[src/rtl/lsu_pkg.sv]
// Shared definitions for the memory-stage load/store unit: op encodings,
// per-op size/sign decode, FSM state type and the data-width legality check.
package lsu_pkg;

    typedef enum logic [3:0] {
        LB  = 4'h0,
        LBU = 4'h1,
        LH  = 4'h2,
        LHU = 4'h3,
        LW  = 4'h4,
        LWU = 4'h5,
        LD  = 4'h6,
        SB  = 4'h8,
        SH  = 4'h9,
        SW  = 4'hA,
        SD  = 4'hB
    } lsuOp_t;

    typedef enum logic [1:0] {IDLE, REQ, WAIT, DRAIN} lsuState_t;

    // sizeLog is log2 of the access size in bytes; only64 marks ops that need a 64-bit bus.
    typedef struct packed {
        logic       known;
        logic       isStore;
        logic       signExt;
        logic       only64;
        logic [1:0] sizeLog;
    } opInfo_t;

    function automatic opInfo_t decodeOp(input logic [3:0] op);
        opInfo_t info;
        info = '0;
        info.known = 1'b1;
        case (op)
            LB:      begin info.signExt = 1'b1; info.sizeLog = 2'd0; end
            LBU:     begin info.sizeLog = 2'd0; end
            LH:      begin info.signExt = 1'b1; info.sizeLog = 2'd1; end
            LHU:     begin info.sizeLog = 2'd1; end
            LW:      begin info.signExt = 1'b1; info.sizeLog = 2'd2; end
            LWU:     begin info.only64 = 1'b1; info.sizeLog = 2'd2; end
            LD:      begin info.only64 = 1'b1; info.sizeLog = 2'd3; end
            SB:      begin info.isStore = 1'b1; info.sizeLog = 2'd0; end
            SH:      begin info.isStore = 1'b1; info.sizeLog = 2'd1; end
            SW:      begin info.isStore = 1'b1; info.sizeLog = 2'd2; end
            SD:      begin info.isStore = 1'b1; info.only64 = 1'b1; info.sizeLog = 2'd3; end
            default: info.known = 1'b0;
        endcase
        return info;
    endfunction

    function automatic bit dataWidthOk(input int w);
        return (w == 32) || (w == 64);
    endfunction

endpackage

[src/rtl/mem_lsu_load_align.sv]
// Load result alignment: shift the addressed lane down to bit 0, keep the
// access size and sign- or zero-extend to the full data width.
module lsu_load_align
    import lsu_pkg::*;
#(
    parameter int DATA_W = 32
) (
    input  logic [DATA_W-1:0]           rdata,
    input  logic [$clog2(DATA_W/8)-1:0] lane,
    input  logic [1:0]                  sizeLog,
    input  logic                        signExt,
    output logic [DATA_W-1:0]           result
);
    localparam int LOG_W = $clog2(DATA_W);
    localparam logic [DATA_W-1:0] ONE = DATA_W'(1);

    logic [DATA_W-1:0] shifted;
    logic [DATA_W-1:0] mask;
    logic [6:0]        nBits;
    logic              signBit;

    // A full-width access shifts ONE out entirely, so the mask wraps to all ones.
    always_comb begin
        shifted = rdata >> {lane, 3'b000};
        nBits   = 7'd8 << sizeLog;
        mask    = (ONE << nBits) - ONE;
        signBit = shifted[LOG_W'(nBits - 7'd1)];
        result  = (shifted & mask) | ((signExt && signBit) ? ~mask : '0);
    end

endmodule

[src/rtl/mem_lsu.sv]
// Memory-stage load/store unit: width-generic byte enables, store replication,
// misalignment detection and a request/addr-ok/data-ok bus sequencer that
// holds the pipeline and cancels cleanly on flush.
module mem_lsu
    import lsu_pkg::*;
#(
    parameter int ADDR_W = 32,
    parameter int DATA_W = 32
) (
    input  logic                clk,
    input  logic                rst,
    input  logic                req_valid,
    input  logic [3:0]          req_op,
    input  logic [ADDR_W-1:0]   req_addr,
    input  logic [DATA_W-1:0]   req_wdata,
    input  logic                req_flush,
    output logic                stall,
    output logic                resp_valid,
    output logic [DATA_W-1:0]   resp_rdata,
    output logic                addr_err_load,
    output logic                addr_err_store,
    output logic [ADDR_W-1:0]   bad_vaddr,
    output logic                bus_req,
    output logic                bus_wr,
    output logic [DATA_W/8-1:0] bus_be,
    output logic [ADDR_W-1:0]   bus_addr,
    output logic [DATA_W-1:0]   bus_wdata,
    input  logic                bus_addr_ok,
    input  logic                bus_data_ok,
    input  logic [DATA_W-1:0]   bus_rdata
);
    localparam int BYTES  = DATA_W / 8;
    localparam int LANE_W = $clog2(BYTES);

    if (!dataWidthOk(DATA_W)) begin : gBadWidth
        $error("mem_lsu: DATA_W must be 32 or 64");
    end

    lsuState_t         state;
    logic [LANE_W-1:0] laneQ;
    logic [1:0]        sizeQ;
    logic              signQ;
    logic              storeQ;

    opInfo_t           reqInfo;
    logic [2:0]        sizeMask;
    logic              misaligned;
    logic              reqErr;
    logic              accept;
    logic [7:0]        beBase;
    logic [BYTES-1:0]  beNext;
    logic [DATA_W-1:0] wdataNext;
    logic [DATA_W-1:0] loadResult;

    assign reqInfo = decodeOp(req_op);

    // Classify the M-stage request: misaligned or width-illegal ops fault, clean ones are accepted.
    always_comb begin
        sizeMask   = 3'((4'd1 << reqInfo.sizeLog) - 4'd1);
        misaligned = (req_addr[2:0] & sizeMask) != 3'b000;
        reqErr     = (state == IDLE) && req_valid && reqInfo.known &&
                     (misaligned || (reqInfo.only64 && DATA_W != 64));
        accept     = (state == IDLE) && req_valid && reqInfo.known && !reqErr && !req_flush;
    end

    assign addr_err_load  = reqErr && !reqInfo.isStore;
    assign addr_err_store = reqErr && reqInfo.isStore;
    assign bad_vaddr      = reqErr ? req_addr : '0;

    // Byte enables: a size-wide run of ones placed at the addressed lane.
    always_comb begin
        case (reqInfo.sizeLog)
            2'd0:    beBase = 8'h01;
            2'd1:    beBase = 8'h03;
            2'd2:    beBase = 8'h0F;
            default: beBase = 8'hFF;
        endcase
        beNext = BYTES'(beBase) << req_addr[LANE_W-1:0];
    end

    // Each bus byte takes the store byte at the same offset within its size-wide slot.
    for (genvar gi = 0; gi < BYTES; gi++) begin : gLane
        assign wdataNext[8*gi +: 8] = req_wdata[8*(gi & int'(sizeMask)) +: 8];
    end

    // Sequencer; bus outputs are registered from the latched request and held until accepted.
    always_ff @(posedge clk or posedge rst) begin
        if (rst) begin
            state     <= IDLE;
            laneQ     <= '0;
            sizeQ     <= '0;
            signQ     <= 1'b0;
            storeQ    <= 1'b0;
            bus_req   <= 1'b0;
            bus_wr    <= 1'b0;
            bus_be    <= '0;
            bus_addr  <= '0;
            bus_wdata <= '0;
        end else begin
            case (state)
                IDLE: begin
                    if (accept) begin
                        laneQ     <= req_addr[LANE_W-1:0];
                        sizeQ     <= reqInfo.sizeLog;
                        signQ     <= reqInfo.signExt;
                        storeQ    <= reqInfo.isStore;
                        bus_req   <= 1'b1;
                        bus_wr    <= reqInfo.isStore;
                        bus_be    <= beNext;
                        bus_addr  <= {req_addr[ADDR_W-1:LANE_W], {LANE_W{1'b0}}};
                        bus_wdata <= wdataNext;
                        state     <= REQ;
                    end
                end
                REQ: begin
                    // A data_ok seen here cannot belong to this request and is ignored.
                    if (bus_addr_ok) begin
                        bus_req <= 1'b0;
                        state   <= req_flush ? DRAIN : WAIT;
                    end else if (req_flush) begin
                        bus_req <= 1'b0;
                        state   <= IDLE;
                    end
                end
                WAIT: begin
                    if (bus_data_ok) begin
                        state <= IDLE;
                    end else if (req_flush) begin
                        state <= DRAIN;
                    end
                end
                DRAIN: begin
                    if (bus_data_ok) begin
                        state <= IDLE;
                    end
                end
                default: state <= IDLE;
            endcase
        end
    end

    // Pipeline hold and completion pulse follow the state and the live handshake.
    always_comb begin
        stall      = 1'b0;
        resp_valid = 1'b0;
        case (state)
            IDLE:  stall = accept;
            REQ:   stall = 1'b1;
            WAIT: begin
                stall      = !bus_data_ok;
                resp_valid = bus_data_ok && !req_flush;
            end
            DRAIN: stall = req_valid;
            default: stall = 1'b0;
        endcase
    end

    lsu_load_align #(.DATA_W(DATA_W)) uAlign (
        .rdata   (bus_rdata),
        .lane    (laneQ),
        .sizeLog (sizeQ),
        .signExt (signQ),
        .result  (loadResult)
    );

    assign resp_rdata = (resp_valid && !storeQ) ? loadResult : '0;

endmodule

[config.mk]
export PLATFORM = sky130hd
export DESIGN_NAME = mem_lsu
export DESIGN_NICKNAME = d
export VERILOG_FILES = /design/src/rtl/lsu_pkg.sv /design/src/rtl/mem_lsu_load_align.sv /design/src/rtl/mem_lsu.sv
export SDC_FILE = /design/constraint.sdc
export NUM_CORES = 1
export LEC_CHECK = 0
export CORE_MARGIN = 3
export CORE_UTILIZATION = 42
export DETAILED_ROUTE_END_ITERATION = 8
export PLACE_DENSITY = 0.85
export SKIP_LAST_GASP = 1
export SLEW_MARGIN = 20
export SYNTH_ARGS = -nofsm -noshare
export SYNTH_HDL_FRONTEND = slang
export SYNTH_SLANG_ARGS = --single-unit
[constraint.sdc]
create_clock -name clk -period 4 [get_ports clk]
set_input_delay 0.8 -clock clk [delete_from_list [all_inputs] [get_ports clk]]
set_output_delay 0.8 -clock clk [all_outputs]
set_load 0.01 [all_outputs]
==> results of run 1 <==
## cell usage in the layout, fill, tap and decap left out, types with 10 or more instances in the layout
cell	netlist	routed
mux2i_1	26	26
clkbuf_8	0	10
mux2_2	62	62
nor2_1	43	42
and2_1	32	32
clkdlybuf4s50_1	0	239
nand2_1	23	23
a21oi_1	46	45
nor3_1	13	12
buf_4	9	18
dfrtp_1	75	75
## registers in the layout, indices dropped and copies added, names as in the netlist
signal	cells
bus_addr	30
bus_be	4
bus_req	1
bus_wdata	32
laneQ	2
signQ	1
sizeQ	2
state	2
storeQ	1
## cells by family after synthesis
family          synth area share
xor+xnor                 0.00398
mux                        0.233
buf+inv                   0.0517
fa+ha+maj                0.00853
compound gates             0.137
flops                      0.426
other cells             0.000852
simple gates               0.139
## critical path: stages
cell and delay, ps:
clkdlybuf4s50_1 540, nor4_2 410, nor3_4 90, a211oi_2 330, nor2_2 110, buf_6 170, and2_1 160, clkdlybuf4s50_1 480
## metal layers
metal	vias to the layer above	GRT usage	routed length, um
met2	209	0.445	7480
met1	2031	0.254	5240
met3	27	0.0973	1670
met5	-	0	0
li1	2032	-	-
met4	0	0.0857	352
## final timing paths
path                                      end  cells past startpoint        start  slack, ps
worst max-delay path            bad_vaddr[25]                      8  req_addr[0]        110
worst min-delay path                  bus_req                      1      bus_req        490
worst max register to register   bus_addr[21]                      5     state[0]       1290
worst min register to register        bus_req                      1      bus_req        490
max in group asynchronous       bus_wdata[27]                      3          rst       2220
min in group asynchronous         bus_addr[4]                      2          rst        980
## metrics by stage
stage	hold WS, ps	utilization	setup slack (ps)
floorplan	488	-	969
finish	490	0.723	107
CTS	500	0.722	26.3
global route	512	0.723	11.3
detailed placement	481	0.695	-119
global placement	464	0.695	70.7
## Yosys cell counts, drive strengths merged (11+ instances only)
cell,number
clkbuf,14
dfrtp,75
mux2,68
inv,11
and2,32
nor3,13
nand2,23
a21oi,47
nor2,43
mux2i,26
buf,19
## repair_timing
action                                  CTS  global route
buffers inserted                          0             0
hold buffers                              0             0
endpoints found under the setup margin   31            31
gates resized for setup                   7             4
gates cloned                              0             0
endpoints found under the hold margin     0             0
pin swaps                                 0             0
## final cells by class
cell class                      count  share of cell area
Timing Repair Buffer              260               0.355
Multi-Input combinational cell    321               0.325
Sequential cell                    75               0.260
Tap cell                          133              0.0230
Clock buffer                       11              0.0196
Clock inverter                      5              0.0119
Inverter                           12             0.00640
## report_power, final
group          total, mW  switching [mW]  internal (mW)
clock              0.662           0.289          0.372
combinational       2.34            1.03           1.30
sequential          1.38           0.243           1.13
==> results.py, run 1 <==
metrics = {
    "outcome": {
        "outcome": "finished clean",
    },
    "sta": {
        "grt_setup_unrepaired": "false",
        "hold_violations": 0,
        "tightest_slew_ps": 1040,
        "relSlewSlack": 0.304,
        "slew_violations": 0,
        "setup_violations": 0,
        "fin_crit_sh": 0.973,
        "fmax_ghz": 0.257,
        "fin_crit_ps": 3890,
        "totalNegativeSetupSlack_ps": 0,
        "skew_ps": 12.1,
    },
    "floorplanning": {
        "die_w_um": 108,
        "io_pins": 244,
        "fp-row-count": 36,
        "die_area_um2": 11700,
        "start_util": 0.440,
        "die_h_um": 108,
        "core_area_um2": 10000,
    },
    "clock_network": {
        "clk_latency_ps": 330,
        "cts_tree": "done",
        "clk_path_buf_depth": 2,
        "ctsHtreeMaxLevel": 3,
        "cts_root_buf": "clkbuf_8",
        "clock-sinks": 75,
        "cts_inserted_buffers": 9,
        "clk_pin_slew_ps": 70,
    },
    "yosys": {
        "synth-async-reset-ratio": 1.00,
        "synth_seq_cells": 75,
        "synthCells": 440,
        "seq_area_frac_synth": 0.426,
        "synth-edff-count": 0,
        "synth_flop_cell": "dfrtp_1",
        "synthTopCellsByArea": "dfrtp_1 (43%), mux2_2 (16%), mux2i_1 (5.9%)",
        "synth_cell_type_count": 44,
        "synth_area_um2": 4400,
        "ys.warnings.count": 0,
        "synth_area_per_cell_um2": 10.0,
        "synth_top_area_frac": 0.426,
        "synth_top_area_cell": "dfrtp_1",
    },
    "placement": {
        "placed_cells": 801,
        "dpl_cell_area_um2": 6950,
        "io_buffers": 241,
        "hpwl_um": 11200,
        "gp_congestion": 0.836,
    },
    "final_layout": {
        "fillCellCount": 707,
        "drive_gt1_frac": 0.164,
        "fin_cells": 817,
        "area_growth_pct": 64.2,
        "final_area_um2": 7230,
        "multi_input_area_um2": 2350,
        "fin_nets": 788,
        "diodes": 0,
        "seq_area_um2": 1880,
    },
    "route": {
        "wl_per_cell_um": 18.1,
        "viasPerCell": 5.26,
        "routed_wl_um": 14800,
        "drt_first_pass_iters": 4,
        "drtIter0Drc": 263,
        "drcViolationCount": 0,
        "vias": 4299,
        "ant_nets": 0,
    },
    "power": {
        "p_leak_nw": 2.88,
        "ir_worst_vdd_mv": 0.374,
        "finalPower_mw": 4.37,
        "powerDensity_nw_per_um2": 605,
    },
    "critical_path": {
        "critPathKind": "in -> out",
        "critical_path.max_fanout": 24,
        "cp.arrival_ps": 3090,
        "critPathLaunchType": "input pin",
        "end_kind": "primary output",
        "cp.required_ps": 3200,
    },
    "flow_run": {
        "cap_violations": 0,
    },
    "global_route": {
        "grt-ovfl-total": 0,
        "grtUsageTotal": 0.245,
        "grt_max_degree": 95,
        "antenna_found_initial": 0,
        "grt_pass1_vias": 4487,
        "grt_pass1_wl_um": 22600,
    },
    "worst_hold_path": {
        "hold_path_class": "reg -> reg",
    },
}
(Power assumes the default switching activity.)
==> inputs of run 2 (changes only) <==
--- a/config.mk
+++ b/config.mk
@@ -8,6 +8,7 @@
 export CORE_MARGIN = 3
 export CORE_UTILIZATION = 42
 export DETAILED_ROUTE_END_ITERATION = 8
+export MAX_ROUTING_LAYER = met4
 export PLACE_DENSITY = 0.85
 export SKIP_LAST_GASP = 1
 export SLEW_MARGIN = 20
==> run 2 against run 1 <==
Effect of this change: sequential share of layout area unchanged; die area did not move; critical path depth did not move; final cell count is the same; critical endpoint unchanged.
==> results.py, run 2 (same netlist as run 1, synthesis figures left out) <==
metrics = {
    "outcome": {
        "outcome": "finished clean",
    },
    "critical_path": {
        "crit_path_end": "bad_vaddr[25]",
        "reg2reg_depth": 5,
        "critPathLaunchType": "input pin",
        "critical_path.max_fanout": 24,
        "rrSetupSlack_ps": 1280,
        "end_kind": "primary output",
        "cp.arrival_ps": 3090,
        "r2r-end": "bus_wdata[31]",
        "cp.required_ps": 3200,
        "r2r_start": "state[0]",
        "critPathKind": "in -> out",
        "crit_path_start": "req_addr[0]",
    },
    "floorplanning": {
        "die_area_um2": 11700,
        "io_pins": 244,
        "die_h_um": 108,
        "fp-row-count": 36,
        "start_util": 0.440,
        "core_area_um2": 10000,
        "die_w_um": 108,
    },
    "route": {
        "drcViolationCount": 0,
        "ant_nets": 0,
        "drtIter0Drc": 262,
        "viasPerCell": 5.32,
        "routed_wl_um": 14800,
        "wl_per_cell_um": 18.1,
        "drt_first_pass_iters": 4,
        "vias": 4345,
    },
    "placement": {
        "io_buffers": 241,
        "hpwl_um": 11200,
        "gp_congestion": 0.849,
        "pre_cts_ws_ps": -119,
    },
    "global_route": {
        "grt_max_degree": 95,
        "grt_pass1_vias": 4497,
        "grt-ovfl-total": 0,
        "antenna_found_initial": 0,
        "grt_pass1_wl_um": 22500,
        "grtUsageTotal": 0.251,
    },
    "sta": {
        "setup_violations": 0,
        "relSlewSlack": 0.299,
        "slew_violations": 0,
        "grt_setup_unrepaired": "false",
        "hold_ws_ps": 491,
        "fin_crit_sh": 0.973,
        "fmax_ghz": 0.257,
        "tightest_slew_ps": 1050,
        "setup_slack_ps": 106,
        "hold_violations": 0,
        "fin_crit_ps": 3890,
        "skew_ps": 10.4,
    },
    "flow_run": {
        "cap_violations": 0,
    },
    "clock_network": {
        "ctsHtreeMaxLevel": 3,
        "cts_hold_buffers": 0,
        "cts_inserted_buffers": 9,
        "clk_path_buf_depth": 2,
        "cts_tree": "done",
        "cts_root_buf": "clkbuf_8",
        "clk_latency_ps": 330,
        "clock-sinks": 75,
        "clk_pin_slew_ps": 80,
    },
    "final_layout": {
        "largestRegisters": "bus_wdata (32), bus_addr (30), bus_be (4)",
        "diodes": 0,
        "final_core_util": 0.723,
        "area_growth_pct": 64.2,
        "regMostFlops": "bus_wdata",
        "fin_nets": 788,
        "largest_register_ffs": 32,
        "final_cell_mix": "clkdlybuf4s50_1 (239), dfrtp_1 (75), mux2_2 (62), a21oi_1 (45), nor2_1 (42)",
        "layout_commonest_cell": "clkdlybuf4s50_1",
        "drive_gt1_frac": 0.164,
    },
    "worst_hold_path": {
        "hold_path_class": "reg -> reg",
        "min-delay-start": "bus_req",
        "hold_depth": 1,
    },
    "power": {
        "powerDensity_nw_per_um2": 605,
        "ir_worst_vdd_mv": 0.375,
        "p_leak_nw": 2.88,
    },
}
[run 2: cell counts in the layout (fill, tap and decap cells not counted)]
No cell type changed its count.
[run 2: cell type report]
class                      instances  area, um2
tap                              133        166
timing repair buffer             260       2560
fill                             707       2770
multi-input combinational        321       2350
sequential                        75       1880
clock inverter                     5       86.3
inverter                          12       46.3
clock buffer                      11        141
[run 2: layer usage]
| metal | track usage | routed length, um | vias to the layer above |
|---|---|---|---|
| li1 | - | - | 2029 |
| met1 | 0.265 | 5380 | 2054 |
| met2 | 0.443 | 7480 | 229 |
| met3 | 0.0830 | 1480 | 33 |
| met4 | 0.0830 | 427 | 0 |
| met5 | - | 0 | - |
[run 2: through the flow]
step	area, um2	power (mW)	cells	TNS [ps]
final	7230	4.37	817	0
after CTS	7220	4.40	817	0
after global placement	6950	3.64	801	0
after global routing	7230	4.64	817	0
after floorplan	4410	2.50	441	0
after detailed placement	6950	3.71	801	-2590
[run 2: critical path, stage by stage]
cell             delay, ps
clkdlybuf4s50_1        540
nor4_2                 410
nor3_4                  80
a211oi_2               330
nor2_2                 110
buf_6                  170
and2_1                 160
clkdlybuf4s50_1        480
[run 2: worst min path at each step]
stage                     to  slack, ps
6_report             bus_req        490
5_1_grt              bus_req        510
4_1_cts              bus_req        500
3_5_place_dp   bus_wdata[30]        480
3_3_place_gp         bus_req        460
2_1_floorplan       state[0]        490
[run 2: what timing repair did]
action,4_1_cts,5_1_grt
buffers inserted,0,0
setup endpoints to repair,31,31
resized for setup,7,4
[run 2: power by group]
| part | internal (mW) | switching (mW) |
|---|---|---|
| Combinational | 1.30 | 1.03 |
| Sequential | 1.13 | 0.242 |
| Clock | 0.372 | 0.287 |
